$ cat config.mk
export PLATFORM = sky130hd
export DESIGN_NAME = player_input_ctrl
export DESIGN_NICKNAME = d
export VERILOG_FILES = /design/src/rtl/player_input_ctrl.sv
export SDC_FILE = /design/constraint.sdc
export NUM_CORES = 1
export LEC_CHECK = 0
export BUFFER_PORTS_ARGS = -buffer_cell sky130_fd_sc_hd__buf_2
export CELL_PAD_IN_SITES_DETAIL_PLACEMENT = 1
export CELL_PAD_IN_SITES_GLOBAL_PLACEMENT = 1
export CORE_AREA = 3 3 58 60
export DETAILED_ROUTE_END_ITERATION = 8
export DIE_AREA = 0 0 61 63
export GPL_ROUTABILITY_DRIVEN = 0
export HOLD_SLACK_MARGIN = 0.05
export PLACE_DENSITY = 0.75
export RECOVER_POWER = 25
export SLEW_MARGIN = 5
export SYNTH_ARGS = -nofsm -noshare
export SYNTH_HDL_FRONTEND = slang
export SYNTH_SLANG_ARGS = --single-unit
export TNS_END_PERCENT = 30
$ cat constraint.sdc
create_clock -name i_Clk -period 3.2 [get_ports i_Clk]
set_clock_uncertainty 0.1 [all_clocks]
set_input_delay 0.64 -clock i_Clk [delete_from_list [all_inputs] [get_ports i_Clk]]
set_output_delay 0.64 -clock i_Clk [all_outputs]
set_load 0.01 [all_outputs]
$ cat src/rtl/player_input_ctrl.sv
// player_input_ctrl: turns debounced Hit/Stay button events into single HIT, STAY
// or RESTART commands that are held until the game FSM acknowledges them.
`default_nettype none

module player_input_ctrl #(
   parameter int HOLD_CYCLES    = 2000,
   parameter int LOCKOUT_CYCLES = 100
) (
   input  logic i_Clk,
   input  logic i_Reset,
   input  logic i_HitDeb,
   input  logic i_HitDown,
   input  logic i_StayDeb,
   input  logic i_StayDown,
   input  logic i_CmdAck,
   output logic o_CmdValid,
   output logic o_CmdHit,
   output logic o_CmdStay,
   output logic o_CmdRestart,
   output logic o_Busy
);

   localparam int MAX_CYCLES = (HOLD_CYCLES > LOCKOUT_CYCLES) ? HOLD_CYCLES : LOCKOUT_CYCLES;
   localparam int CNT_W      = $clog2(MAX_CYCLES) + 1;

   localparam logic [CNT_W-1:0] HOLD_LAST = CNT_W'(HOLD_CYCLES - 1);
   localparam logic [CNT_W-1:0] LOCK_LAST = CNT_W'(LOCKOUT_CYCLES - 1);
   localparam logic [CNT_W-1:0] CNT_ONE   = CNT_W'(1);

   typedef enum logic [1:0] {
      IDLE      = 2'd0,
      HOLD_STAY = 2'd1,
      PENDING   = 2'd2,
      LOCKOUT   = 2'd3
   } state_t;

   state_t           state;
   logic [CNT_W-1:0] cnt;
   logic [CNT_W-1:0] lock_next;
   logic             cmd_hit;
   logic             cmd_stay;
   logic             cmd_restart;

   // Lockout exit is judged on the value the counter is about to take, so the
   // FSM is back in IDLE in time to accept a press on edge ack+LOCKOUT_CYCLES.
   assign lock_next = (cnt == LOCK_LAST) ? cnt : cnt + CNT_ONE;

   always_ff @(posedge i_Clk) begin
      if (i_Reset) begin
         state       <= IDLE;
         cnt         <= '0;
         cmd_hit     <= 1'b0;
         cmd_stay    <= 1'b0;
         cmd_restart <= 1'b0;
      end else begin
         case (state)
            IDLE: begin
               if (i_HitDown && !i_StayDown) begin
                  cmd_hit <= 1'b1;
                  state   <= PENDING;
               end else if (i_StayDown && !i_HitDown) begin
                  cnt   <= '0;
                  state <= HOLD_STAY;
               end
            end
            HOLD_STAY: begin
               // Release takes priority over reaching the hold limit.
               if (i_StayDeb) begin
                  cmd_stay <= 1'b1;
                  state    <= PENDING;
               end else if (cnt == HOLD_LAST) begin
                  cmd_restart <= 1'b1;
                  state       <= PENDING;
               end else begin
                  cnt <= cnt + CNT_ONE;
               end
            end
            PENDING: begin
               if (i_CmdAck) begin
                  cnt         <= '0;
                  cmd_hit     <= 1'b0;
                  cmd_stay    <= 1'b0;
                  cmd_restart <= 1'b0;
                  state       <= LOCKOUT;
               end
            end
            LOCKOUT: begin
               cnt <= lock_next;
               if ((lock_next == LOCK_LAST) && i_HitDeb && i_StayDeb) begin
                  state <= IDLE;
               end
            end
            default: state <= IDLE;
         endcase
      end
   end

   assign o_CmdValid   = (state == PENDING);
   assign o_Busy       = (state != IDLE);
   assign o_CmdHit     = cmd_hit;
   assign o_CmdStay    = cmd_stay;
   assign o_CmdRestart = cmd_restart;

endmodule

`default_nettype wire

==> results of run 1 <==
## how the worst max path moves through the flow
| stage | startpoint | cells past startpoint | slack (ns) | end |
|---|---|---|---|---|
| after CTS | cnt[0] | 7 | 0.62 | state[1] |
| after floorplan | i_StayDown | 7 | 0.83 | cnt[6] |
| after detailed placement | i_HitDown | 8 | 0.49 | cnt[11] |
| after global placement | i_HitDown | 8 | 0.58 | cnt[1] |
| final | cnt[0] | 7 | 0.63 | state[1] |
| after global routing | state[0] | 8 | 0.36 | cnt[2] |
## cell type report
type	instances	area [um2]	area share
clock buffers	4	26.3	0.0197
repair buffers	11	51.3	0.0385
multi-input cells	135	848	0.636
well taps	33	41.3	0.0310
flip-flops and latches	17	340	0.255
inverters	7	26.3	0.0197
## registers in the layout, indices dropped and copies added, names as in the netlist
| signal | cells |
|---|---|
| state | 2 |
| o_CmdRestart | 1 |
| o_CmdStay | 1 |
| cnt | 12 |
| o_CmdHit | 1 |
## stage by stage
stage	hold WS, ns	instance area [um2]	util
floorplan	0.383	1250	-
global placement	0.365	1310	0.440
detailed placement	0.379	1310	0.440
CTS	0.394	1340	0.449
global route	0.425	1330	0.448
finish	0.388	1330	0.448
## synth_stat cells (all sizes together) (4+ instances only)
cell type,instances
nor2,21
nand3b,4
dfxtp,17
nand2,18
and3,4
ha,7
o21ai,13
nand3,5
a21oi,17
clkbuf,5
xnor2,4
nor3,7
inv,7
## power by group through the flow
stage               sequential [uW]  combinational, uW  clock, uW
floorplan                       260                207          0
global placement                258                284          0
detailed placement              261                293          0
CTS                             256                294        126
global route                    260                334        136
finish                          255                289        123
## per-layer routing
layer  up-vias  global-route usage
met5         -                   0
met4         0              0.0705
met1       616               0.245
li1        610                   -
met3         8              0.0289
met2        27               0.341
## cells in the final DEF, fill, tap and decap left out, types with 3 or more instances in the layout
cell / instances
nand3b_1: 4
clkbuf_4: 3
nand3_1: 4
a21oi_1: 16
nor2_1: 21
inv_1: 7
nand2_1: 18
xnor2_1: 4
clkbuf_1: 4
o21ai_0: 13
ha_1: 7
and3_1: 4
dfxtp_1: 17
a31oi_1: 3
nor3_1: 6
buf_2: 8
## critical path: stages, from the launching register on
cell      delay, ns
dfxtp_1        0.45
ha_1           0.33
nor4bb_1       0.42
nand3_1        0.15
nor2_1         0.16
o221ai_2       0.12
a221oi_2       0.38
mux2_1         0.35
## cells by family after synthesis
| logic type | synth area share |
|---|---|
| flip-flops | 0.273 |
| adder cells (fa/ha/maj) | 0.0703 |
| AO/OA/AOI/OAI | 0.214 |
| XOR/XNOR | 0.0351 |
| buffers and inverters | 0.0462 |
| multiplexers | 0.0251 |
| AND/OR/NAND/NOR | 0.336 |
==> qor.txt, run 1 <==
synth top area cells: dfxtp_1, ha_1, a21oi_1
DR WL/cell: 16.1 um
DP HPWL: 2.60 mm
Via Count: 1261
Final Hold Vio Count: 0
CTS tree: yes
largest net degree at the start of global routing: 20
wl on met1: 1.44 mm
GR Overflow Total: 0
mapped cell area: 0.00125 mm2
worst slew margin relative to its limit: 0.654
status: completed
H-tree depth: 1
remaining antenna violation count: 0
Fin Setup TNS: 0 ns
RSZ-0062 raised after global routing: false
total power: 667 uW
Reg-to-Reg Start: cnt[0]
initial antenna violation count: 0
initial detailed-routing violation count: 69
# Post-CTS Setup Buffers: 0
fin crit share: 0.802
area grow syn2layout: 7.03%
WL met2: 1.72 mm
Synth Warn #: 0
final WL: 3.32 mm
sw frac: 0.423
Antenna Cells: 0
fmax: 389 MHz
worst r2r dst: state[1]
VDD IR-drop max: 0.248 mV
synthesis-stage register bit count: 17
via/cell ratio: 6.09
CP Class: reg -> reg
Crit path arrival time: 2.67 ns
NetSw: 282 uW
average size of a mapped cell: 7.55 um2
final setup fails: 0
sequential cell area fraction in the yosys report: 0.273
post-route DRC violation count: 0
flop-to-flop setup slack: 0.63 ns
Layout fillers: 386
Pwr per Cell Area: 500 mW/mm2
Leakage: 0.000485 uW
final worst setup slack: 0.632 ns
io pins: 12
Skew-Pair Late Insertion Delay: 0.30 ns
DR pass1 iterations: 4
vias in the first global route: 1318
first-pass GRT wire length: 5.97 mm
layout cells sized above 1: 0.115
clock root buffer: clkbuf_4
CTS Hold Bufs: 0
Mapped Cells: 165
min-delay src: o_CmdHit
Max Slew Vio Count: 0
Seq pwr share: 0.383
final cell count without fillers: 207
Gate power share: 0.434
Initial Utilization: 0.418
crit-path max FO: 8
Post-CTS Resized: 0
Clock power frac: 0.184
metal3 WL: 98 um
Synth Net Count: 179
cts bufs inserted: 3
clk buf depth: 2
CTS Sinks: 17
EDFF count, synth: 0
CP Launch Type: flip-flop
min Tclk post-route: 2.57 ns
Register-to-Register Path Depth: 7
port bufs: 11
share of Yosys cell area claimed by the top area cell type: 0.273
Die Y: 63 um
async set-reset flop share out of synthesis: 0
Least-Margin Pin Slew: 0.512 ns
Hold Path End: o_CmdHit
die extent in x: 61 um
internal power: 385 uW
Core Area: 0.00298 mm2
Distinct cells, synth: 45
Main synth FF type: dfxtp_1
fin nets: 189
type of the tightest min-delay check: reg -> reg
max-cap violations: 0
Placed Cells: 203
worst hold path stage count: 2
pre-CTS setup slack: 0.488 ns
Top Metal Used: met4
clock-pin slew on the worst setup and hold paths: 0.11 ns
Crit. End Element: flip-flop
Total GRT Usage: 0.199
Std-Cell Rows: 20
Synth area leader: dfxtp_1
die area: 0.00384 mm2
WP data required: 3.30 ns
(Power assumes the default switching activity.)
==> inputs of run 2 (changes only) <==
==> constraint.sdc (replaced) <==
create_clock -name i_Clk -period 2.57 [get_ports i_Clk]
set_clock_uncertainty 0.1 [all_clocks]
set_input_delay 0.514 -clock i_Clk [delete_from_list [all_inputs] [get_ports i_Clk]]
set_output_delay 0.514 -clock i_Clk [all_outputs]
set_load 0.01 [all_outputs]
==> run 2 against run 1 <==
Global-route usage grew 1.0 points. Count of clock-buffer cells in the layout shrank 1. Fmax grew 6.3%. Clock power grew 28%. Cell count grew 3.4%. Sequential share of layout area shrank 1.5 points.
==> qor.txt, run 2 (synthesized netlist as in run 1, its figures left out) <==
GR Overflow Total: 0 (unchanged)
initial antenna violation count: 0 (unchanged)
Skew-Pair Late Insertion Delay: 0.31 ns (was 0.30 ns)
Total GRT Usage: 0.210 (was 0.199)
Crit. End Element: flip-flop (unchanged)
Final Hold Vio Count: 0 (unchanged)
CP top delay family: simple AND/OR/NAND/NOR gates (unchanged)
worst hold path stage count: 2 (unchanged)
VDD IR-drop max: 0.287 mV (was 0.248 mV)
cts bufs inserted: 3 (unchanged)
min Tclk post-route: 2.42 ns (was 2.57 ns)
most frequent cells in the layout: nor2_1, nand2_1, a21oi_1 (was nor2_1, nand2_1, dfxtp_1)
pre-CTS setup slack: -0.0526 ns (was 0.488 ns)
WP data required: 2.66 ns (was 3.30 ns)
die extent in x: 61 um (unchanged)
initial detailed-routing violation count: 42 (was 69)
flop-to-flop setup slack: 0.15 ns (was 0.63 ns)
vias in the first global route: 1377 (was 1318)
critical path cell sequence: ha_4, nor4bb_4, nand3_1, nor2_1, o221ai_2, a221oi_2, mux2_1 (was ha_1, nor4bb_1, nand3_1, nor2_1, o221ai_2, a221oi_2, mux2_1)
layout cells sized above 1: 0.182 (was 0.115)
Core Area: 0.00298 mm2 (unchanged)
Hold Path End: o_CmdHit (unchanged)
CP Class: reg -> reg (unchanged)
max-cap violations: 0 (unchanged)
port bufs: 11 (unchanged)
Crit path depth: 7 (unchanged)
post-route DRC violation count: 0 (unchanged)
largest registers: cnt: 12 flops, state: 2 flops (unchanged)
fin nets: 196 (was 189)
io pins: 12 (unchanged)
commonest non-fill, non-tap cell in the layout: nor2_1 (unchanged)
CP Launch Type: flip-flop (unchanged)
worst slew margin relative to its limit: 0.696 (was 0.654)
Crit path arrival time: 2.51 ns (was 2.67 ns)
DP HPWL: 2.77 mm (was 2.60 mm)
H-tree depth: 1 (unchanged)
Buf/Inv on CP: 0 (unchanged)
Worst Hold Slack: 0.395 ns (was 0.388 ns)
Die Y: 63 um (unchanged)
worst r2r dst: state[1] (unchanged)
number of flip-flops in the largest register: 12 (unchanged)
clk buf depth: 2 (unchanged)
Fin Setup TNS: 0 ns (unchanged)
final cell count without fillers: 214 (was 207)
final setup fails: 0 (unchanged)
DR WL/cell: 16.8 um (was 16.1 um)
area grow syn2layout: 14.6% (was 7.03%)
Initial Utilization: 0.418 (unchanged)
fin crit share: 0.940 (was 0.802)
Crit path largest cell delay: 0.46 ns (was 0.45 ns)
via/cell ratio: 5.97 (was 6.09)
Leakage: 0.000515 uW (was 0.000485 uW)
Most flops, register: cnt (unchanged)
CTS Sinks: 17 (unchanged)
CTS tree: yes (unchanged)
status: completed (unchanged)
fmax: 414 MHz (was 389 MHz)
Least-Margin Pin Slew: 0.449 ns (was 0.512 ns)
final WL: 3.59 mm (was 3.32 mm)
Antenna Cells: 0 (unchanged)
crit-path max FO: 8 (unchanged)
Register-to-Register Path Depth: 7 (unchanged)
CTS Hold Bufs: 0 (unchanged)
die area: 0.00384 mm2 (unchanged)
Pwr per Cell Area: 616 mW/mm2 (was 500 mW/mm2)
type of the tightest min-delay check: reg -> reg (unchanged)
Critical-path top delay cell: dfxtp_1 (unchanged)
total power: 879 uW (was 667 uW)
Reg-to-Reg Start: cnt[1] (was cnt[0])
Via Count: 1278 (was 1261)
Placed Cells: 210 (was 203)
final worst setup slack: 0.153 ns (was 0.632 ns)
clock-pin slew on the worst setup and hold paths: 0.12 ns (was 0.11 ns)
min-delay src: o_CmdHit (unchanged)
remaining antenna violation count: 0 (unchanged)
first-pass GRT wire length: 6.24 mm (was 5.97 mm)
Std-Cell Rows: 20 (unchanged)
clock root buffer: clkbuf_4 (unchanged)
largest net degree at the start of global routing: 20 (unchanged)
DR pass1 iterations: 4 (unchanged)
Max Slew Vio Count: 0 (unchanged)
run 2: cell types whose count changed in the layout (fill, tap and decap cells not counted), sizes merged:
cell,previous run,this run
buf,8,13
clkinv,0,1
clkbuf,7,8
run 2: how the worst max path moves through the flow:
stage / startpoint / end
after floorplan: cnt[0] / state[1]
after global placement: cnt[0] / state[1]
after detailed placement: cnt[0] / state[1]
after CTS: cnt[0] / state[1]
after global routing: cnt[1] / state[1]
final: cnt[1] / state[1]
run 2: final cells by class:
| cell class | count | area [um2] |
|---|---|---|
| Multi-Input combinational cell | 135 | 893 |
| Inverter | 7 | 26.3 |
| Sequential cell | 17 | 343 |
| Clock buffer | 3 | 22.5 |
| Fill cell | 372 | 1550 |
| Tap cell | 33 | 41.3 |
| Clock inverter | 1 | 5.00 |
| Timing Repair Buffer | 18 | 96.3 |
run 2: report_power, final:
part           internal, uW  switching (uW)
logic                   151             251
clock network          58.0            98.9
registers               292            29.3
run 2: metal layers:
| layer | track usage | share of wire |
|---|---|---|
| met3 | 0.0331 | 0.025 |
| met4 | 0.0379 | 0.0042 |
| met1 | 0.256 | 0.43 |
| met2 | 0.377 | 0.54 |
| met5 | 0 | 0 |
run 2: repair_timing:
action	in CTS	in global routing
hold endpoints to repair	0	0
pin swaps	0	0
endpoints found under the setup margin	4	9
setup buffers	0	0
resized for setup	3	6
run 2: worst reg2reg max path, cell delays in order (launching register included):
cell,delay [ns]
dfxtp_1,0.46
ha_4,0.22
nor4bb_4,0.36
nand3_1,0.17
nor2_1,0.17
o221ai_2,0.13
a221oi_2,0.37
mux2_1,0.35
run 2: per-stage QoR:
| step | util | instance area, um2 |
|---|---|---|
| after floorplan | - | 1250 |
| after global placement | 0.458 | 1360 |
| after detailed placement | 0.458 | 1360 |
| after CTS | 0.472 | 1410 |
| after global routing | 0.479 | 1430 |
| final | 0.479 | 1430 |
